===== src/rtl/serial_add_ctrl_if.sv =====
// Handshake and operand/result bundle for the serial adder controller.
interface serial_add_ctrl_if #(
  parameter int WIDTH = 8
);
  logic             start;
  logic             sub;
  logic             cin;
  logic [WIDTH-1:0] a;
  logic [WIDTH-1:0] b;
  logic             busy;
  logic             done;
  logic [WIDTH-1:0] sum;
  logic             cout;
  logic             ovf;

  modport master (
    output start, sub, cin, a, b,
    input  busy, done, sum, cout, ovf
  );

  modport slave (
    input  start, sub, cin, a, b,
    output busy, done, sum, cout, ovf
  );
endinterface


===== src/rtl/serial_add_ctrl.sv =====
// Digit-serial add/subtract controller: one 2-bit digit per cycle, LSB digit first.
//   state | meaning
//   IDLE  | waiting for start; last result held on sum/cout/ovf
//   RUN   | processing digit cnt_q, sum updates progressively
//   DONE  | one-cycle done pulse, then back to IDLE
module serial_add_ctrl #(
  parameter int WIDTH = 8
) (
  input  logic            clk,
  input  logic            rst_n,
  serial_add_ctrl_if.slave bus
);
  localparam int DIGIT = 2;
  localparam int NDIG  = WIDTH / DIGIT;
  localparam int CW    = (NDIG > 1) ? $clog2(NDIG) : 1;

  typedef enum logic [1:0] {IDLE, RUN, DONE} state_t;

  state_t           state_q, state_d;
  logic [WIDTH-1:0] a_q, b_q, sum_q;
  logic [CW-1:0]    cnt_q;
  logic             carry_q, cout_q, ovf_q;

  logic [DIGIT-1:0] a_dig, b_dig, s_dig;
  logic             c_mid, c_out, last_dig;

  assign a_dig    = a_q[{cnt_q, 1'b0} +: DIGIT];
  assign b_dig    = b_q[{cnt_q, 1'b0} +: DIGIT];
  assign s_dig[0] = a_dig[0] ^ b_dig[0] ^ carry_q;
  assign c_mid    = (a_dig[0] & b_dig[0]) | (a_dig[0] & carry_q) | (b_dig[0] & carry_q);
  assign s_dig[1] = a_dig[1] ^ b_dig[1] ^ c_mid;
  assign c_out    = (a_dig[1] & b_dig[1]) | (a_dig[1] & c_mid) | (b_dig[1] & c_mid);
  assign last_dig = (cnt_q == CW'(NDIG - 1));

  always_ff @(posedge clk or negedge rst_n) begin
    if (!rst_n) state_q <= IDLE;
    else        state_q <= state_d;
  end

  always_comb begin
    state_d  = state_q;
    bus.busy = 1'b0;
    bus.done = 1'b0;
    case (state_q)
      IDLE: if (bus.start) state_d = RUN;
      RUN: begin
        bus.busy = 1'b1;
        if (last_dig) state_d = DONE;
      end
      DONE: begin
        bus.busy = 1'b1;
        bus.done = 1'b1;
        state_d  = IDLE;
      end
      default: state_d = IDLE;
    endcase
  end

  // Subtraction runs as a + ~b + 1; cin only matters for add.
  always_ff @(posedge clk or negedge rst_n) begin
    if (!rst_n) begin
      a_q     <= '0;
      b_q     <= '0;
      sum_q   <= '0;
      cnt_q   <= '0;
      carry_q <= 1'b0;
      cout_q  <= 1'b0;
      ovf_q   <= 1'b0;
    end else if (state_q == IDLE) begin
      if (bus.start) begin
        a_q     <= bus.a;
        b_q     <= bus.sub ? ~bus.b : bus.b;
        carry_q <= bus.sub ? 1'b1 : bus.cin;
        cnt_q   <= '0;
      end
    end else if (state_q == RUN) begin
      sum_q[{cnt_q, 1'b0} +: DIGIT] <= s_dig;
      carry_q                       <= c_out;
      if (last_dig) begin
        cnt_q  <= '0;
        cout_q <= c_out;
        ovf_q  <= c_mid ^ c_out;
      end else begin
        cnt_q <= cnt_q + 1'b1;
      end
    end
  end

  assign bus.sum  = sum_q;
  assign bus.cout = cout_q;
  assign bus.ovf  = ovf_q;
endmodule

===== src/flat_wrapper.sv =====
// flat-port wrapper written by rule: the top's interface ports become plain ports
module serial_add_ctrl_flat 
#(
  parameter int WIDTH = 8
)
  (clk, rst_n, bus_start, bus_sub, bus_cin, bus_a, bus_b, bus_busy, bus_done, bus_sum, bus_cout, bus_ovf);
  serial_add_ctrl_if #(.WIDTH(WIDTH)) bus_i ();
  input  logic clk;
  input  logic rst_n;
  input wire logic [$bits(bus_i.start)-1:0] bus_start;
  input wire logic [$bits(bus_i.sub)-1:0] bus_sub;
  input wire logic [$bits(bus_i.cin)-1:0] bus_cin;
  input wire logic [$bits(bus_i.a)-1:0] bus_a;
  input wire logic [$bits(bus_i.b)-1:0] bus_b;
  output wire logic [$bits(bus_i.busy)-1:0] bus_busy;
  output wire logic [$bits(bus_i.done)-1:0] bus_done;
  output wire logic [$bits(bus_i.sum)-1:0] bus_sum;
  output wire logic [$bits(bus_i.cout)-1:0] bus_cout;
  output wire logic [$bits(bus_i.ovf)-1:0] bus_ovf;
  assign bus_i.start = bus_start;
  assign bus_i.sub = bus_sub;
  assign bus_i.cin = bus_cin;
  assign bus_i.a = bus_a;
  assign bus_i.b = bus_b;
  assign bus_busy = bus_i.busy;
  assign bus_done = bus_i.done;
  assign bus_sum = bus_i.sum;
  assign bus_cout = bus_i.cout;
  assign bus_ovf = bus_i.ovf;
  serial_add_ctrl #(.WIDTH(WIDTH)) u_core (.clk(clk), .rst_n(rst_n), .bus(bus_i));
endmodule

===== config.mk =====
export PLATFORM = sky130hd
export DESIGN_NAME = serial_add_ctrl_flat
export DESIGN_NICKNAME = d
export VERILOG_FILES = /design/src/rtl/serial_add_ctrl_if.sv /design/src/rtl/serial_add_ctrl.sv /design/src/flat_wrapper.sv
export SDC_FILE = /design/constraint.sdc
export NUM_CORES = 1
export LEC_CHECK = 0
export CAP_MARGIN = 20
export CORE_AREA = 2 2 63 65
export CTS_CLUSTER_DIAMETER = 100
export CTS_CLUSTER_SIZE = 16
export DETAILED_ROUTE_END_ITERATION = 8
export DIE_AREA = 0 0 65 67
export PLACE_DENSITY = 0.78
export SETUP_SLACK_MARGIN = 0.4
export SYNTH_ARGS = -nofsm -noshare
export SYNTH_HDL_FRONTEND = slang
export SYNTH_SLANG_ARGS = --single-unit

===== constraint.sdc =====
create_clock -name clk -period 2.6 [get_ports clk]
set_clock_uncertainty 0.05 [all_clocks]
set_input_delay 0.26 -clock clk [delete_from_list [all_inputs] [get_ports clk]]
set_output_delay 0.26 -clock clk [all_outputs]
set_load 0.01 [all_outputs]

**After elaboration in Yosys (flattened, before gate mapping)**

Index checks and enable logic that the tools add are counted.

- Bitwise logic cells: 17
- Add/subtract/negate cells: 2
- Reduce and logical (&&, ||, !) cells: 8
- Shifts and indexed selects: 4
- Equal/unequal tests: 5
- Multiplexer cells: 15

Operators with widths:

| operator | count |
|---|---|
| $shiftx A8 B4 Y2 | 2 |
| $mux W2 | 6 |
| $bwmux W8 | 1 |
| $mux W8 | 1 |
| $not A8 Y8 | 1 |
| $reduce_and A2 Y1 | 4 |
| $shift A2 B5 Y8 const A | 1 |
| $shiftx A2 B5 Y8 | 1 |
| $and A1 B1 Y1 | 6 |
| $mux W1 | 6 |
| $neg A3 Y5 | 1 |
| $xor A1 B1 Y1 | 5 |
| $eq A2 B2 Y1 const B | 2 |
| $or A1 B1 Y1 | 4 |
| $pmux W2 S2 | 1 |
| $reduce_and A3 Y1 | 1 |
| $add A2 B1 Y2 const B | 1 |
| $eq A2 B1 Y1 const B | 1 |
| $logic_not A2 Y1 | 1 |
| $ne A2 B1 Y1 const B | 1 |
| $ne A2 B2 Y1 const B | 1 |
| $reduce_bool A2 Y1 | 1 |
| $reduce_or A2 Y1 | 1 |
| $not A1 Y1 | 1 |

- Logic and storage cells: 59
- Flip-flop bits (word level): 31
- Output and inout bits: 12
- Input port bits: 21

**Depth between registers and ports, before layout**

- Depth after elaboration: 9
- Mapped depth: 7
- Mapped depth without buffers: 5

**Worst setup path before layout**

No wires, ideal clock.

- Path kind: reg-to-reg
- Start point: reg u_core.cnt_q[0]
- End point: reg u_core.sum_q[3], in the netlist u_core.bus.sum[3]
- Arrival: 2.430 ns
- Buffers on the path: 1
- Stages on the path, launching flop included: 7
- Path slack: 0.009 ns
- Setup time: 0.110 ns
- Period minus slack after synthesis: 2.591 ns
- Data required time: 2.440 ns
- Cells stage by stage: dfrtp_1 buf_6 mux4_1 fa_1 fa_1 nand2_1 o41ai_1

- Longest elaborated chain between the ends: 7
- Elaborated cells on any way between the ends: 15
- Those cells by class: add/sub: 1; shift: 4; mux: 1; bitwise: 9

RTL lines:

| element | line | source |
|---|---|---|
| from (decl) | serial_add_ctrl.sv:21 | `logic [CW-1:0] cnt_q;` |
| from (signal assigned) | serial_add_ctrl.sv:84 | `cnt_q <= cnt_q + 1'b1;` |
| $shiftx A8 B4 Y2 (on tied branches) | serial_add_ctrl.sv:27, serial_add_ctrl.sv:28 |  |
| $and A1 B1 Y1 | serial_add_ctrl.sv:30 | `assign c_mid = (a_dig[0] & b_dig[0]) \| (a_dig[0] & carry_q) \| (b_dig[0] & carry_q);` |
| $or A1 B1 Y1 (2 in series) | serial_add_ctrl.sv:30 |  |
| $xor A1 B1 Y1 | serial_add_ctrl.sv:31 | `assign s_dig[1] = a_dig[1] ^ b_dig[1] ^ c_mid;` |
| $shiftx A2 B5 Y8 | serial_add_ctrl.sv:77 | `sum_q[{cnt_q, 1'b0} +: DIGIT] <= s_dig;` |
| $bwmux W8 (*) | serial_add_ctrl.sv:77 |  |
| to (signal, indexed assignment) | serial_add_ctrl.sv:77 |  |
| to (decl) | serial_add_ctrl.sv:20 | `logic [WIDTH-1:0] a_q, b_q, sum_q;` |

Every way passes the cells marked *; elsewhere a longest branch is shown, timed or not.
A chain may end at the register's enable or synchronous reset.

**Final worst setup path**

Same ends and word-level chain as after synthesis.

==> impl_metrics.py <==
metrics = {
    "grt": {
        "initial_antenna_violation_count": 0,
        "grt_max_degree": 32,
        "grt_util_met3_pct": 6.25,
        "grt_most_used_layer": "met2",
        "global_route.overflow_total": 0,
        "global_route.usage.met2_pct": 28.5,
        "vias_in_the_first_global_route": 1177,
        "wire_length_of_the_first_global_routing_pass_um": 5270,
        "globalRouteTotalUtil_pct": 16.4,
        "groute.layer.met1.usage_pct": 18.6,
    },
    "logic_synthesis": {
        "synth.yosys.warnings": 0,
        "postSynth.topFlopCell": "sky130_fd_sc_hd__dfrtp_1",
        "synthArstFlopShare_pct": 100,
        "synth_top_area_share_pct": 47.5,
        "synth_area_per_cell_um2": 11.8,
        "postSynthNetCount": 170,
        "mappedNetlistArea_um2": 1630,
        "synth_top_cells_by_area": "sky130_fd_sc_hd__dfrtp_1, sky130_fd_sc_hd__ha_1, sky130_fd_sc_hd__mux4_1",
        "post-synth-top-area-cell": "sky130_fd_sc_hd__dfrtp_1",
        "synth_enable_flop_cells": 0,
        "ys_seq_elements": 31,
        "yosysSeqAreaShare_pct": 47.5,
        "synthesis.instances": 138,
        "synth.lib_cells_used.distinct": 26,
    },
    "setup_path": {
        "rr_startpoint": "u_core.cnt_q[0]",
        "timing.critical_path.required_ps": 2720,
        "worst_setup_path_category": "register to register",
        "cp.arrival_ps": 2570,
        "setup.reg_to_reg.worst_slack_ps": 150,
        "r2r-end": "u_core.bus.sum[3]",
        "critical_path.startpoint_type": "register",
        "r2r.worst_path.cells": 5,
        "critical_path.max_fanout": 4,
        "cp-end-kind": "register",
    },
    "clock_network": {
        "cts_made_buffers": 5,
        "cts_htree_levels": 2,
        "clk_latency_ps": 290,
        "cts_tree": "built",
        "path_clk_slew_ps": 70,
        "max-clock-path-buffers": 2,
        "total_number_of_clock_tree_sinks": 31,
        "ctsRootBufferMaster": "sky130_fd_sc_hd__clkbuf_8",
    },
    "die": {
        "chipWidth_um": 65,
        "die_footprint_um2": 4360,
        "effective_utilization_at_floorplan_pct": 45.2,
        "chipHeight_um": 67,
        "ioPinCount": 33,
        "placeableCoreArea_um2": 3610,
        "rows": 22,
    },
    "placement": {
        "detailed_placement_hpwl_um": 2280,
        "placement.io_buffers": 32,
        "globalplace.congestion": 0.827,
    },
    "final_layout": {
        "nets": 211,
        "final_layout_size_suffix_gt1_share_pct": 20.0,
        "regArea_um2": 777,
        "multi_input_area_um2": 802,
        "diodes": 0,
        "flow.area_growth_from_synthesis_pct": 31.8,
        "fillCellCount": 305,
    },
    "routing": {
        "via_per_inst": 5.18,
        "total_vias_in_the_final_route": 1180,
        "drt_drc_violations_left": 0,
        "wirelength_um": 3100,
        "detail_route_antenna_nets": 0,
        "post_drt_wl_per_cell_um": 13.6,
        "detailedRoute.firstIterationViolations": 28,
        "drt_first_pass_iters": 4,
    },
    "timing": {
        "worst_hold_slack_ps": 318,
        "max_freq_mhz": 409,
        "timing.final.hold_violations": 0,
        "grt_setup_unrepaired": "yes",
        "shortest_period_the_worst_path_allows_ps": 2450,
        "report.final.slew_viol_count": 0,
        "timing.setup.tns_ps": 0,
        "finalSetupViolCount": 0,
        "slew-limit-headroom_pct": 66.3,
        "timing_worst_slew_pin_value_ps": 504,
        "post-route-period-util_pct": 94.1,
    },
    "min_path": {
        "worstHoldPathType": "input port to asynchronous set/reset pin",
    },
    "pwr": {
        "power_leakage_uw": 0.000934,
        "power_uw": 2720,
        "p_per_area_nw_per_um2": 1270,
        "vdd_drop_max_v": 0.000449,
    },
    "run": {
        "max_cap_violations": 0,
    },
    "status": {
        "status": "finished clean",
    },
}
## registers in the layout, indices dropped and copies added (netlist names)
signal,flops
u_core.a_q,8
u_core.b_q,8
u_core.bus.cout,1
u_core.bus.ovf,1
u_core.bus.sum,8
u_core.carry_q,1
u_core.cnt_q,2
u_core.state_q,2
## layout by cell type, fill, tap and decap left out, types with 2 or more instances in the layout
cell and instances:
sky130_fd_sc_hd__clkdlybuf4s50_1 32, sky130_fd_sc_hd__dfrtp_1 30, sky130_fd_sc_hd__nand2_1 24, sky130_fd_sc_hd__o21ai_0 11
sky130_fd_sc_hd__ha_1 9, sky130_fd_sc_hd__xnor2_1 8, sky130_fd_sc_hd__buf_4 8, sky130_fd_sc_hd__clkbuf_8 7
sky130_fd_sc_hd__inv_1 6, sky130_fd_sc_hd__mux2_2 5, sky130_fd_sc_hd__mux2_4 4, sky130_fd_sc_hd__a21oi_1 4
sky130_fd_sc_hd__o21ai_1 3, sky130_fd_sc_hd__o41ai_1 3, sky130_fd_sc_hd__mux4_2 2, sky130_fd_sc_hd__mux4_1 2
sky130_fd_sc_hd__nand4_1 2, sky130_fd_sc_hd__nand2_2 2, sky130_fd_sc_hd__nand2b_1 2, sky130_fd_sc_hd__mux2i_1 2
sky130_fd_sc_hd__o41ai_2 2
## per-layer routing
layer  wire length (um)  vias up  part of all wire [%]
met5                  0        -                     0
met1               1260      572                    41
met2               1580       46                    51
li1                   -      557                     -
met4                 55        0                   1.8
met3                196        5                   6.3
## how the worst max path moves through the flow
stage | start | to | slack [ps] | cells after the start
after detailed placement | u_core.cnt_q[0] | u_core.bus.sum[3] | 0.9 | 5
after CTS | u_core.cnt_q[0] | u_core.bus.sum[3] | 170 | 5
after global placement | u_core.cnt_q[0] | u_core.bus.sum[3] | 180 | 5
after floorplan | u_core.cnt_q[0] | u_core.bus.sum[3] | 130 | 6
final | u_core.cnt_q[0] | u_core.bus.sum[3] | 150 | 5
after global routing | u_core.cnt_q[0] | u_core.bus.sum[3] | 80 | 5
## synthesized netlist by cell type, types with 4 or more instances
cell type                 instances
sky130_fd_sc_hd__xnor2_1          9
sky130_fd_sc_hd__a21oi_1          4
sky130_fd_sc_hd__nand2_1         25
sky130_fd_sc_hd__o21ai_0         12
sky130_fd_sc_hd__inv_1            6
sky130_fd_sc_hd__mux2_2           5
sky130_fd_sc_hd__mux4_1           4
sky130_fd_sc_hd__ha_1             9
sky130_fd_sc_hd__dfrtp_1         31
sky130_fd_sc_hd__o41ai_1          5
sky130_fd_sc_hd__mux2_4           4
## through the flow
stage / utilization [%] / std cells / setup slack, ps / area (um^2)
after floorplan: - / 138 / 132 / 1630
after global placement: 55.0 / 215 / 176 / 1980
after detailed placement: 55.0 / 215 / 0.920 / 1980
after CTS: 59.0 / 226 / 168 / 2130
after global routing: 59.6 / 228 / 80.4 / 2150
final: 59.6 / 228 / 154 / 2150
## final cells by class
class,count,area share (%)
multi-input combinational,94,37.3
sequential,31,36.1
timing repair buffer,40,17.7
clock buffer,8,4.65
tap,48,2.79
inverter,7,1.45
## power by group
| group | switching [uW] | total (uW) | leakage [uW] | internal (uW) |
|---|---|---|---|---|
| clock | 175 | 416 | 0.0000515 | 241 |
| combinational | 703 | 1480 | 0.000491 | 780 |
| sequential | 137 | 826 | 0.000391 | 689 |
| total | 1010 | 2720 | 0.000934 | 1710 |
## cell families after synthesis
logic type                 after synthesis  share of synthesized area, %
and+or+nand+nor                         34                          9.43
xor gates and xnor gates                 9                          4.83
DFF                                     31                          47.5
AOI/OAI and AO/OA                       25                          9.20
muxes                                   15                          14.8
adders and majority gates               11                          9.36
buffers and inverters                   13                          4.83
## critical path, stage by stage, from the launching register on
cell and delay, ps:
sky130_fd_sc_hd__dfrtp_2 400, sky130_fd_sc_hd__mux4_2 530, sky130_fd_sc_hd__fa_2 390, sky130_fd_sc_hd__fa_1 530, sky130_fd_sc_hd__nand2_2 70, sky130_fd_sc_hd__o41ai_2 350
## repair_timing
action	4_1_cts	5_1_grt
pin swaps	5	6
gates resized for setup	5	1
endpoints found under the setup margin	7	7
hold endpoints to repair	0	0
setup buffers	3	2
hold buffers	0	0
No activity file was read; power rests on OpenSTA's default activity.
